--- src/rtl/uart_tx_word.sv ---
// uart_tx_word: sends a 16-bit word as two UART frames (high byte first), then pulses shipping_done.
// Optional feature macro: UART_TX_PARITY_EN adds an even-parity bit to each frame (8E1).
module uart_tx_word #(
    parameter int CLKS_PER_BIT = 5208
) (
    input  logic        clk,
    input  logic        rst_n,
    input  logic        en_uart_tx,
    input  logic [15:0] data_to_send,
    output logic        tx,
    output logic        shipping_done,
    output logic        busy,
    output logic [2:0]  state_dbg
);

    // Handshake: en_uart_tx is a level request held until shipping_done is seen; a word is
    // accepted only from IDLE, and REARM blocks re-acceptance until en_uart_tx has been seen low.
    localparam int CW = (CLKS_PER_BIT > 1) ? $clog2(CLKS_PER_BIT) : 1;
    localparam logic [CW-1:0] BAUD_LAST = CW'(CLKS_PER_BIT - 1);

    typedef enum logic [2:0] {
        S_IDLE   = 3'd0,
        S_START  = 3'd1,
        S_DATA   = 3'd2,
        S_PARITY = 3'd3,
        S_STOP   = 3'd4,
        S_DONE   = 3'd5,
        S_REARM  = 3'd6
    } state_t;

    state_t        state_q, state_d;
    logic [CW-1:0] baud_q, baud_d;
    logic [2:0]    bit_q, bit_d;
    logic          byte_q, byte_d;
    logic [15:0]   sh_q, sh_d;
    logic          tx_q, tx_d;
    logic          done_q, done_d;
    logic          busy_q, busy_d;
    logic          baud_end;
`ifdef UART_TX_PARITY_EN
    logic          par_q, par_d;
`endif

    assign baud_end = (baud_q == BAUD_LAST);

    always_comb begin
        state_d = state_q;
        baud_d  = '0;
        bit_d   = bit_q;
        byte_d  = byte_q;
        sh_d    = sh_q;
        tx_d    = tx_q;
        done_d  = 1'b0;
        busy_d  = busy_q;
`ifdef UART_TX_PARITY_EN
        par_d   = par_q;
`endif
        case (state_q)
            S_IDLE: begin
                tx_d = 1'b1;
                if (en_uart_tx) begin
                    sh_d    = data_to_send;
                    byte_d  = 1'b0;
                    bit_d   = 3'd0;
                    tx_d    = 1'b0;
                    busy_d  = 1'b1;
`ifdef UART_TX_PARITY_EN
                    par_d   = 1'b0;
`endif
                    state_d = S_START;
                end
            end
            S_START: begin
                baud_d = baud_end ? '0 : baud_q + 1'b1;
                if (baud_end) begin
                    // The byte in flight always sits in sh_q[15:8], shifted right as bits leave.
                    tx_d       = sh_q[8];
                    sh_d[15:8] = {1'b0, sh_q[15:9]};
`ifdef UART_TX_PARITY_EN
                    par_d      = par_q ^ sh_q[8];
`endif
                    state_d    = S_DATA;
                end
            end
            S_DATA: begin
                baud_d = baud_end ? '0 : baud_q + 1'b1;
                if (baud_end) begin
                    bit_d = bit_q + 3'd1;
                    if (bit_q == 3'd7) begin
`ifdef UART_TX_PARITY_EN
                        tx_d    = par_q;
                        state_d = S_PARITY;
`else
                        tx_d    = 1'b1;
                        state_d = S_STOP;
`endif
                    end else begin
                        tx_d       = sh_q[8];
                        sh_d[15:8] = {1'b0, sh_q[15:9]};
`ifdef UART_TX_PARITY_EN
                        par_d      = par_q ^ sh_q[8];
`endif
                    end
                end
            end
`ifdef UART_TX_PARITY_EN
            S_PARITY: begin
                baud_d = baud_end ? '0 : baud_q + 1'b1;
                if (baud_end) begin
                    tx_d    = 1'b1;
                    state_d = S_STOP;
                end
            end
`endif
            S_STOP: begin
                baud_d = baud_end ? '0 : baud_q + 1'b1;
                if (baud_end) begin
                    if (!byte_q) begin
                        byte_d     = 1'b1;
                        sh_d[15:8] = sh_q[7:0];
                        tx_d       = 1'b0;
`ifdef UART_TX_PARITY_EN
                        par_d      = 1'b0;
`endif
                        state_d    = S_START;
                    end else begin
                        tx_d    = 1'b1;
                        done_d  = 1'b1;
                        state_d = S_DONE;
                    end
                end
            end
            S_DONE: begin
                busy_d  = 1'b0;
                state_d = S_REARM;
            end
            S_REARM: begin
                if (!en_uart_tx) state_d = S_IDLE;
            end
            default: begin
                tx_d    = 1'b1;
                busy_d  = 1'b0;
                state_d = S_IDLE;
            end
        endcase
    end

    always_ff @(posedge clk or negedge rst_n) begin
        if (!rst_n) begin
            state_q <= S_IDLE;
            baud_q  <= '0;
            bit_q   <= 3'd0;
            byte_q  <= 1'b0;
            sh_q    <= 16'h0000;
            tx_q    <= 1'b1;
            done_q  <= 1'b0;
            busy_q  <= 1'b0;
`ifdef UART_TX_PARITY_EN
            par_q   <= 1'b0;
`endif
        end else begin
            state_q <= state_d;
            baud_q  <= baud_d;
            bit_q   <= bit_d;
            byte_q  <= byte_d;
            sh_q    <= sh_d;
            tx_q    <= tx_d;
            done_q  <= done_d;
            busy_q  <= busy_d;
`ifdef UART_TX_PARITY_EN
            par_q   <= par_d;
`endif
        end
    end

    assign tx            = tx_q;
    assign shipping_done = done_q;
    assign busy          = busy_q;
    assign state_dbg     = state_q;

endmodule

--- config.mk ---
export PLATFORM = sky130hd
export DESIGN_NAME = uart_tx_word
export DESIGN_NICKNAME = d
export VERILOG_FILES = /design/src/rtl/uart_tx_word.sv
export SDC_FILE = /design/constraint.sdc
export NUM_CORES = 1
export LEC_CHECK = 0
export ABC_AREA = 1
export BUFFER_PORTS_ARGS = -buffer_cell sky130_fd_sc_hd__buf_2
export CAP_MARGIN = 5
export CORE_UTILIZATION = 35
export DETAILED_ROUTE_END_ITERATION = 10
export PLACE_DENSITY_LB_ADDON = 0.2
export SETUP_SLACK_MARGIN = 0.05
export SLEW_MARGIN = 20
export SYNTH_ARGS = -nofsm -noshare
export SYNTH_HDL_FRONTEND = slang
export SYNTH_SLANG_ARGS = --single-unit
--- constraint.sdc ---
create_clock -name clk -period 3 [get_ports clk]
set_input_delay 0.75 -clock clk [delete_from_list [all_inputs] [get_ports clk]]
set_output_delay 0.75 -clock clk [all_outputs]
set_load 0.02 [all_outputs]
# --- Word-level counts from Yosys, hierarchy flattened ---
# Index checks and enable logic that the tools add are counted.
classes:
  bitwise_logic: 2
  n_mul: 0
  div: 0
  n_eq_ne: 15
  shift: 0
  reduce_logical: 14
  n_addsub: 2
  muxes: 34
  magnitude_cmp: 0
op_table:
  columns: ["op", "n"]
  rows:
  - ["two-way mux 8 bit", 5]
  - ["one-hot mux 8 bit (4 select lines)", 1]
  - ["two-way mux 3 bit", 9]
  - ["two-way mux 13 bit", 2]
  - ["one-hot mux 3 bit (6 select lines)", 1]
  - ["two-way mux 16 bit", 1]
  - ["inequality test 2 bit, second input constant", 8]
  - ["adder 13 x 1 -> 13 bit, second input constant", 1]
  - ["== test 13 bit, second input constant", 1]
  - ["== test 3 bit, second input constant", 4]
  - ["two-way mux 1 bit", 11]
  - ["AND reduction 7 bit", 1]
  - ["one-hot mux 3 bit (2 select lines)", 1]
  - ["AND reduction 3 bit", 2]
  - ["AND reduction 6 bit", 1]
  - ["one-hot mux 1 bit (5 select lines)", 1]
  - ["one-hot mux 1 bit (2 select lines)", 2]
  - ["AND reduction 2 bit", 2]
  - ["AND reduction 4 bit", 1]
  - ["nonzero test 2 bit", 2]
  - ["nonzero test 4 bit", 1]
  - ["OR reduction 4 bit", 1]
  - ["adder 3 x 1 -> 3 bit, second input constant", 1]
  - ["== test 3 x 1 -> 1 bit, second input constant", 1]
  - ["5 further kinds", 6]
totals:
  regBits: 39
  word_cells: 76
  latchBits: 0
  rom_bits: 0
  mem_count: 0
  ram_bits: 0

# --- Depth between registers and ports, before layout ---
# Gate-level depths: netlist of the first run.
depth:
  depth_word: 4
  depth_mapped: 11

# --- Worst setup path after synthesis of the first run ---
# OpenSTA, ideal clock, no wires.
synth_timing:
  kind: "input-to-reg"
  start: "in en_uart_tx"
  end: "reg sh_q[10]"
  stages: 8
  path_slack_ns: 1.290
  t_arrival_ns: 1.593
  path_cell_list: "buf_2 > inv_1 > nand3_1 > nand3_2 > nor2_8 > nand2_4 > nand2_1 > nand2_1"
synth_between:
  elab_chain_len: 2
synth_rtl:
  columns: ["element", "line", "rtl"]
  rows:
  - ["start, declared", "8", "input logic en_uart_tx,"]
  - ["inequality test 2 bit (no line)", null, null]
  - ["AND reduction 7 bit (no line)", null, null]
  - ["end signal, assigned", "154", "sh_q <= 16'h0000;"]
  - ["end signal, assigned", "166", "sh_q <= sh_d;"]
  - ["end, declared", "35", "logic [15:0] sh_q, sh_d;"]
# Every way passes these cells.
# A chain may end at the register's enable or synchronous reset.

# --- Worst setup path in the final report of the first run ---
layout_timing:
  start: "reg state_q[2], in the netlist state_dbg[2]"
  end: "out state_dbg[2]"
layout_lines:
  columns: ["element", "line", "rtl"]
  rows:
  - ["start, declared", "31", "state_t state_q, state_d;"]
  - ["start signal, assigned", "162", "state_q <= state_d;"]
  - ["end, declared", "13", "output logic [2:0] state_dbg"]
# No word-level cell between the ends.

==> flow_metrics.py, run 1 <==
metrics = {
    "yosys": {
        "yosys-top-cells-area": "dfrtp_1, nand2_1, nand3_1, inv_1, nor2_1",
        "avgSynthCellArea_um2": 7.30,
        "synth_top_area_cell": "dfrtp_1",
        "yosysWarnings": 0,
        "synth_nets": 334,
        "synth_cells": 312,
        "ys_ff_latch": 39,
        "synth_cell_types": 26,
        "yosysSeqAreaShare_pct": 42.9,
        "synth_top_area_share_pct": 41.8,
        "syn_area_um2": 2280,
    },
    "global_route": {
        "grt_pass1_wl_um": 8870,
        "grt_util_all_layers_pct": 17.4,
        "grt_start_max_net_pins": 40,
        "overflow": 0,
        "grt_pass1_vias": 1840,
        "gr-usage-met2_pct": 24.3,
        "grt_antenna_before_repair": 0,
        "busiest_layer": "met1",
        "grt_use_met1_pct": 26.3,
        "grt_use_met3_pct": 4.07,
    },
    "die": {
        "core_area_um2": 6310,
        "io_pins": 25,
        "die_w_um": 82.7,
        "dieArea_um2": 6830,
        "rows": 29,
        "die_h_um": 82.7,
        "start_util_pct": 36.1,
    },
    "cts": {
        "clk_pin_slew_ns": 0.08,
        "cts.sinks": 39,
        "ctsHoldBuffers": 0,
        "cts_setup_buffers": 0,
        "cts_max_path_buffers": 2,
        "cts_resized": 0,
        "numCtsBuffers": 5,
        "cts_root_buf": "clkbuf_8",
        "clkLatencyLatePin_ns": 0.29,
        "cts_tree": "yes",
        "htreeDepth": 2,
    },
    "placement": {
        "place_hpwl_um": 3730,
        "dpl_worst_slack_ns": 1.11,
        "placed_area_um2": 2430,
        "port_buffers": 24,
        "gp_congestion": 0.882,
    },
    "power_and_ir_drop": {
        "p_per_area_nw_per_um2": 380,
        "total_power_w": 0.000961,
        "ir_drop_mv": 0.136,
        "leakage_nw": 1.44,
    },
    "sta": {
        "setup_viol_count_final": 0,
        "fin_skew_ns": 0.00422,
        "min_period_ns": 1.86,
        "slew-limit-headroom_pct": 41.3,
        "fin_crit_sh_pct": 62.0,
        "hold_violations": 0,
        "fin_setup_tns_ns": 0,
        "rsz0062_at_grt": "no",
        "tightest_slew_ns": 0.881,
        "setup_slack_ns": 1.14,
        "max_freq_ghz": 0.537,
        "report.final.slew_viol_count": 0,
    },
    "route": {
        "via_count": 1965,
        "ant_nets": 0,
        "post-route-drc-count": 0,
        "viasPerCell": 4.75,
        "avgRoutedWirePerCell_um": 12.2,
        "wirelength_um": 5070,
        "dr.pass1.iters": 4,
        "drtIter0Drc": 175,
    },
    "layout": {
        "drive_gt1_share_pct": 18.4,
        "nets": 358,
        "final_cell_mix": "nand2_1, dfrtp_1, nand3_1",
        "finish.utilization_pct": 40.1,
        "layout.cells.most_common": "nand2_1",
        "fin_area_um2": 2530,
        "area_growth_syn_to_layout_pct": 11.0,
        "diodes": 0,
    },
    "setup_path": {
        "cp_slowest_cell": "dfrtp_1",
        "worst_ep_required_time_ns": 2.25,
        "crit_buf_inv": 1,
        "worstPathArrival_ns": 1.11,
        "cp-startpoint": "state_dbg[2]$_DFFE_PN0P_",
        "r2r_start": "baud_q[0]$_DFF_PN0_",
        "endpoint_kind": "output pin",
        "slowest_delay_ns": 0.57,
        "criticalPathCategory": "flip-flop to output pin",
        "crit_family": "flip-flops",
        "cp_cell_sequence": "buf_2",
        "cp-start-kind": "flip-flop",
        "cp_max_fo": 10,
    },
    "worst_hold_path": {
        "hold_start": "tx$_DFFE_PN1P_",
        "hp-class": "flip-flop to flip-flop",
    },
    "status": {
        "status": "finished clean",
    },
    "run": {
        "drv_cap": 0,
    },
}
-- synthesized netlist by cell type (all sizes together) --
master	n
nor2	28
nand3b	1
dfstp	1
inv	38
dfrtp	38
buf	7
ha	3
o211ai	1
o21ai	3
nand2	132
xor2	4
nor3	10
nand3	38
o22ai	1
a21oi	2
or2	1
nand4	4
-- flip-flops by register name (all words and copies together), names as in the netlist --
name and count:
sh_q 16, state_dbg 3, busy 1, baud_q 13
byte_q 1, bit_q 3, shipping_done 1, tx 1
-- layer usage --
metal | vias to the layer above | part of all wire [%]
li1 | 1018 | -
met1 | 899 | 53
met2 | 40 | 42
met3 | 8 | 3.2
met4 | 0 | 1.4
met5 | - | 0
-- path summary, 6_finish.rpt --
kind                                       endpoint  slack, ns  cells after the start
setup / recovery                       state_dbg[2]       1.14                      1
hold / removal                       tx$_DFFE_PN1P_       0.47                      2
setup reg to reg           state_dbg[2]$_DFFE_PN0P_       1.26                      8
hold reg to reg                      tx$_DFFE_PN1P_       0.47                      2
max in group asynchronous      sh_q[15]$_DFFE_PN0P_       1.87                      1
min in group asynchronous       sh_q[9]$_DFFE_PN0P_       0.57                      1
-- metrics by stage --
stage	hold slack (ns)	std cells
3_3_place_gp	0.457	406
4_1_cts	0.477	414
2_1_floorplan	0.442	312
5_1_grt	0.488	414
6_report	0.471	414
3_5_place_dp	0.467	406
-- cells by family (layout without fill, tap and decap cells) --
family / after synthesis / after routing / share of synthesized area [%]
buffers and inverters: 45 / 70 / 9.12
AND/OR/NAND/NOR: 214 / 214 / 43.1
XOR/XNOR: 4 / 4 / 1.54
AO/OA/AOI/OAI: 7 / 7 / 1.70
flip-flops: 39 / 39 / 42.9
adder cells (fa/ha/maj): 3 / 3 / 1.65
-- power breakdown --
group          total [W]  switching [W]  internal (W)
Combinational  0.0000329      0.0000209     0.0000120
Sequential      0.000534     0.00000325      0.000531
Clock           0.000394       0.000184      0.000210
Total           0.000961       0.000209      0.000753
-- area by class of cell --
type / instances / area (um2)
clock buffers: 8 / 100
fillers: 696 / 3780
multi-input cells: 228 / 1090
repair buffers: 24 / 120
flip-flops and latches: 39 / 977
inverters: 38 / 143
well taps: 77 / 96.3
Power figures use the tool's default switching activity.
==> inputs of run 2 (changes only) <==
==> constraint.sdc (replaced) <==
create_clock -name clk -period 1.6 [get_ports clk]
set_input_delay 0.4 -clock clk [delete_from_list [all_inputs] [get_ports clk]]
set_output_delay 0.4 -clock clk [all_outputs]
set_load 0.02 [all_outputs]
==> run 2 against run 1 <==
Effect of this change:
- routed wire length increased by 2.3%
- clock power grew 120%
- setup slack worse by 0.99 ns
- via count increased by 3.3%
- power up 100%
- utilization rose by 4.1 points
- sequential power rose by 87%
- clock skew grew 0.0095 ns
- design area is 10% higher
- critical path depth is 5 higher
- combinational power increased by 120%
- largest cell class unchanged
==> flow_metrics.py, run 2 (synthesis results as in run 1) <==
metrics = {
    "sta": {
        "slew-limit-headroom_pct": 78.1,
        "setup_viol_count_final": 0,
        "fin_setup_tns_ns": 0,
        "report.final.slew_viol_count": 0,
        "min_period_ns": 1.45,
        "max_freq_ghz": 0.690,
        "rsz0062_at_grt": "yes",
        "hold_violations": 0,
        "fin_crit_sh_pct": 90.6,
        "tightest_slew_ns": 0.326,
        "fin_skew_ns": 0.0137,
    },
    "route": {
        "wirelength_um": 5180,
        "viasPerCell": 4.68,
        "via_count": 2029,
        "avgRoutedWirePerCell_um": 11.9,
        "dr.pass1.iters": 4,
        "ant_nets": 0,
        "post-route-drc-count": 0,
        "drtIter0Drc": 75,
    },
    "layout": {
        "area_growth_syn_to_layout_pct": 22.5,
        "diodes": 0,
        "stdcell_count": 434,
        "final_cell_mix": "nand2_1, dfrtp_1, nand3_1",
        "largest-register": "sh_q",
        "largest_reg_flops": 16,
        "nets": 378,
        "finish.utilization_pct": 44.2,
        "drive_gt1_share_pct": 26.6,
        "layout.cells.most_common": "nand2_1",
        "reg_top3": "sh_q: 16 flops, baud_q: 13 flops",
    },
    "setup_path": {
        "worstPathArrival_ns": 1.66,
        "cp_max_fo": 8,
        "cp_slowest_cell": "dfrtp_2",
        "criticalPathCategory": "flip-flop to flip-flop",
        "cp_cell_sequence": "inv_2 > nand2_2 > nor2_1 > nor2_4 > buf_4 > nor3_1",
        "crit_buf_inv": 2,
        "crit_family": "simple AND/OR/NAND/NOR gates",
        "r2r_cells": 6,
        "slowest_delay_ns": 0.48,
        "cp-start-kind": "flip-flop",
        "cp.depth": 6,
        "worst_ep_required_time_ns": 1.81,
        "endpoint_kind": "flip-flop",
    },
    "cts": {
        "htreeDepth": 2,
        "clk_pin_slew_ns": 0.08,
        "cts_max_path_buffers": 2,
        "cts_tree": "yes",
        "numCtsBuffers": 5,
        "cts.sinks": 39,
        "clkLatencyLatePin_ns": 0.30,
        "cts_root_buf": "clkbuf_8",
    },
    "global_route": {
        "grt_util_all_layers_pct": 17.2,
        "overflow": 0,
        "grt_antenna_before_repair": 0,
        "grt_pass1_wl_um": 8650,
        "grt_start_max_net_pins": 22,
        "grt_pass1_vias": 1820,
    },
    "die": {
        "die_w_um": 82.7,
        "rows": 29,
        "core_area_um2": 6310,
        "die_h_um": 82.7,
        "start_util_pct": 36.1,
        "dieArea_um2": 6830,
        "io_pins": 25,
    },
    "power_and_ir_drop": {
        "p_per_area_nw_per_um2": 698,
        "total_power_w": 0.00195,
        "sw_frac_of_total_pct": 21.3,
        "power_frac_clock_pct": 44.9,
        "ir_drop_mv": 0.399,
        "power.switching_w": 0.000415,
        "combPwrFrac_pct": 3.7,
        "internal-power_w": 0.00153,
        "seqPwrFrac_pct": 51.4,
        "leakage_nw": 1.56,
    },
    "placement": {
        "place_hpwl_um": 3560,
        "gp_congestion": 0.787,
        "port_buffers": 24,
        "place_inst": 419,
    },
    "worst_hold_path": {
        "whs_path_depth": 3,
        "hp-class": "input port to flip-flop",
    },
    "run": {
        "drv_cap": 0,
    },
    "status": {
        "status": "finished clean",
    },
}
==> run 2: final timing paths <==
check | startpoint | to | slack (ns)
max in group asynchronous | rst_n | baud_q[10]$_DFF_PN0_ | 0.68
worst min register to register | tx$_DFFE_PN1P_ | tx$_DFFE_PN1P_ | 0.47
worst min-delay path | data_to_send[2] | sh_q[2]$_DFFE_PN0P_ | 0.29
min in group asynchronous | rst_n | busy$_DFFE_PN0P_ | 0.48
worst max-delay path | state_dbg[1]$_DFFE_PN0P_ | baud_q[5]$_DFF_PN0_ | 0.15
worst max register to register | state_dbg[1]$_DFFE_PN0P_ | baud_q[5]$_DFF_PN0_ | 0.15
==> run 2: final cells by class <==
class / count / area [um2]
clock buffer: 6 / 82.6
clock inverter: 2 / 35.0
fill: 680 / 3520
inverter: 38 / 145
multi-input combinational: 229 / 1150
sequential: 39 / 980
tap: 77 / 96.3
timing repair buffer: 43 / 303
==> run 2: through the flow <==
step	hold WS [ns]	area (um2)	worst slack, ns
2_1_floorplan	0.104	2280	0.104
3_3_place_gp	0.268	2540	0.0676
3_5_place_dp	0.272	2540	0.0337
4_1_cts	0.284	2700	0.0491
5_1_grt	0.283	2790	0.0221
6_report	0.294	2790	0.151
==> run 2: routing by layer <==
metal	vias up	share of wire, %	global-route usage [%]	wire length (um)
met5	-	0	0	0
met4	0	1.3	5.69	68
met3	6	2.9	3.74	148
met2	26	46	26.8	2400
met1	929	49	23.4	2560
li1	1068	-	-	-
==> run 2: timing repair <==
action | in CTS | in global routing
cloned | 0 | 1
pin swaps | 1 | 5
gates resized for setup | 1 | 15
hold endpoints to repair | 6 | 0
setup endpoints to repair | 8 | 17
setup buffers | 2 | 3
hold buffers | 1 | 0
==> run 2: power by group through the flow <==
stage	clock, W	combinational (W)	sequential, W
after global placement	0	0.0000735	0.00102
after floorplan	0	0.0000195	0.00102
after global routing	0.000938	0.0000864	0.00100
final	0.000874	0.0000729	0.00100
after detailed placement	0	0.0000736	0.00102
after CTS	0.000906	0.0000756	0.00100
==> run 2: worst reg2reg max path, stage by stage (launching register included) <==
cell and delay [ns]:
dfrtp_2 0.48, inv_2 0.09, nand2_2 0.08, nor2_1 0.25, nor2_4 0.11, buf_4 0.18, nor3_1 0.17
==> inputs of run 3 (changes only) <==
--- a/config.mk
+++ b/config.mk
@@ -8,7 +8,10 @@
 export ABC_AREA = 1
 export BUFFER_PORTS_ARGS = -buffer_cell sky130_fd_sc_hd__buf_2
 export CAP_MARGIN = 5
-export CORE_UTILIZATION = 35
+export CELL_PAD_IN_SITES_DETAIL_PLACEMENT = 0
+export CELL_PAD_IN_SITES_GLOBAL_PLACEMENT = 2
+export CORE_UTILIZATION = 30
+export CTS_CLUSTER_SIZE = 40
 export DETAILED_ROUTE_END_ITERATION = 10
 export PLACE_DENSITY_LB_ADDON = 0.2
 export SETUP_SLACK_MARGIN = 0.05
==> run 3 against run 2 <==
Effect of this change:
- clock skew is 0.0062 ns lower
- die area is 16% higher
- largest cell class unchanged
- maximum frequency is 2.7% lower
- setup slack worse by 0.040 ns
- critical endpoint is now sh_q[11]$_DFFE_PN0P_
==> flow_metrics.py, run 3 (synthesis results as in run 1) <==
metrics = {
    "status": {
        "status": "finished clean",
    },
    "cts": {
        "clkLatencyLatePin_ns": 0.29,
        "numCtsBuffers": 5,
        "clk_pin_slew_ns": 0.08,
        "cts_max_path_buffers": 2,
        "cts.sinks": 39,
        "htreeDepth": 2,
        "cts_root_buf": "clkbuf_8",
        "cts_tree": "yes",
    },
    "setup_path": {
        "cp-start-kind": "flip-flop",
        "crit_path_end": "sh_q[11]$_DFFE_PN0P_",
        "cp-startpoint": "bit_q[1]$_DFFE_PN0P_",
        "criticalPathCategory": "flip-flop to flip-flop",
        "cp_cell_sequence": "ha_1 > ha_1 > nand3_2 > nand3_2 > nor2_8 > buf_12 > nand3_1 > nand2_1",
        "worst_ep_required_time_ns": 1.83,
        "worstPathArrival_ns": 1.72,
        "cp_max_fo": 8,
        "r2r_cells": 8,
        "r2r_start": "bit_q[1]$_DFFE_PN0P_",
        "r2r_end": "sh_q[11]$_DFFE_PN0P_",
        "slowest_delay_ns": 0.40,
        "endpoint_kind": "flip-flop",
        "ff2ff_setup_slack_ns": 0.11,
        "cp_slowest_cell": "dfrtp_1",
    },
    "placement": {
        "gp_congestion": 0.814,
        "port_buffers": 24,
        "place_inst": 448,
        "place_hpwl_um": 4260,
    },
    "power_and_ir_drop": {
        "p_per_area_nw_per_um2": 620,
        "power_frac_clock_pct": 38.3,
        "internal-power_w": 0.00133,
        "sw_frac_of_total_pct": 23.1,
        "seqPwrFrac_pct": 57.7,
        "combPwrFrac_pct": 4.0,
        "power.switching_w": 0.000402,
        "ir_drop_mv": 0.364,
        "leakage_nw": 1.56,
    },
    "layout": {
        "finish.utilization_pct": 38.4,
        "final_cell_mix": "nand2_1, dfrtp_1, nand3_1",
        "layout.cells.most_common": "nand2_1",
        "largest-register": "sh_q",
        "stdcell_count": 461,
        "largest_reg_flops": 16,
        "drive_gt1_share_pct": 26.2,
        "fillers": 808,
        "reg_top3": "sh_q: 16 flops, baud_q: 13 flops",
        "register_area_um2": 978,
        "diodes": 0,
        "nets": 383,
        "area_growth_syn_to_layout_pct": 22.9,
        "multi_input_area_um2": 1130,
    },
    "global_route": {
        "grt_util_all_layers_pct": 16.5,
        "overflow": 0,
        "grt_pass1_wl_um": 9600,
        "grt_antenna_before_repair": 0,
        "grt_pass1_vias": 1910,
        "grt_start_max_net_pins": 21,
    },
    "sta": {
        "fin_setup_tns_ns": 0,
        "report.final.slew_viol_count": 0,
        "max_freq_ghz": 0.671,
        "setup_viol_count_final": 0,
        "hold_violations": 0,
        "min_period_ns": 1.49,
        "tightest_slew_ns": 0.343,
        "fin_crit_sh_pct": 93.1,
        "rsz0062_at_grt": "yes",
        "fin_skew_ns": 0.00744,
        "slew-limit-headroom_pct": 77.0,
    },
    "route": {
        "viasPerCell": 4.33,
        "via_count": 1994,
        "dr.max_layer_used": "met4",
        "dr.pass1.iters": 4,
        "drtIter0Drc": 89,
        "ant_nets": 0,
        "wirelength_um": 5810,
        "post-route-drc-count": 0,
        "wl_met3_um": 207,
        "avgRoutedWirePerCell_um": 12.6,
        "wl_met1_um": 2930,
        "wl_met2_um": 2600,
    },
    "die": {
        "core_area_um2": 7290,
        "dieArea_um2": 7940,
        "die_h_um": 89.1,
        "rows": 31,
        "start_util_pct": 31.2,
        "io_pins": 25,
        "die_w_um": 89.1,
    },
    "worst_hold_path": {
        "hp-class": "input port to async pin",
    },
    "run": {
        "drv_cap": 0,
    },
}
run 3: changes by cell type in the layout (fill, tap and decap cells not counted), sizes merged:
cell / change
clkbuf: +2
dlygate4sd3: -1
clkinv: -1
nand2: -1
buf: +7
bufinv: -1
run 3: area by class of cell:
type,instances,area share (%)
well taps,99,4.43
inverters,38,5.27
clock buffers,8,2.86
multi-input cells,228,40.5
repair buffers,49,12.0
flip-flops and latches,39,35.0
run 3: worst max-delay path: cells and delay by family (launching register included):
| family | cells | cell delay [ns] |
|---|---|---|
| flip-flops | 1 | 0.40 |
| AND/OR/NAND/NOR | 5 | 0.50 |
| buffers and inverters | 1 | 0.13 |
| adder cells (fa/ha/maj) | 2 | 0.40 |
run 3: power by group through the flow:
stage	logic [W]	registers [W]	clock network (W)
floorplan	0.0000195	0.00102	0
global placement	0.0000726	0.00102	0
detailed placement	0.0000738	0.00102	0
CTS	0.0000737	0.00100	0.000695
global route	0.0000824	0.00100	0.000738
finish	0.0000691	0.00100	0.000665
run 3: stage by stage:
step | cell area [um2] | setup slack (ns) | hold WS, ns | total power, W
after global routing | 2800 | 0.0131 | 0.0955 | 0.00182
after global placement | 2630 | -0.0292 | 0.404 | 0.00109
after detailed placement | 2630 | -0.0777 | 0.409 | 0.00109
final | 2800 | 0.111 | 0.0785 | 0.00173
after floorplan | 2280 | 0.104 | 0.104 | 0.00104
after CTS | 2720 | 0.0498 | 0.0883 | 0.00177
run 3: worst min-delay path by stage:
stage | cells past startpoint | end | slack [ns]
4_1_cts | 2 | state_dbg[0]$_DFFE_PN0P_ | 0.09
5_1_grt | 2 | baud_q[5]$_DFF_PN0_ | 0.1
3_3_place_gp | 2 | bit_q[1]$_DFFE_PN0P_ | 0.40
3_5_place_dp | 2 | bit_q[1]$_DFFE_PN0P_ | 0.41
2_1_floorplan | 0 | baud_q[0]$_DFF_PN0_ | 0.10
6_report | 2 | state_dbg[0]$_DFFE_PN0P_ | 0.08
run 3: repair_timing:
action | 4_1_cts | 5_1_grt
gates cloned | 0 | 0
hold buffers | 0 | 0
setup endpoints to repair | 12 | 21
pin swaps | 1 | 5
setup buffers | 0 | 5
gates resized for setup | 3 | 14
run 3: routing by layer:
layer / vias up / global-route usage (%)
li1: 1064 / -
met1: 890 / 22.5
met2: 35 / 26.1
met3: 5 / 3.42
met4: 0 / 5.19
met5: - / 0
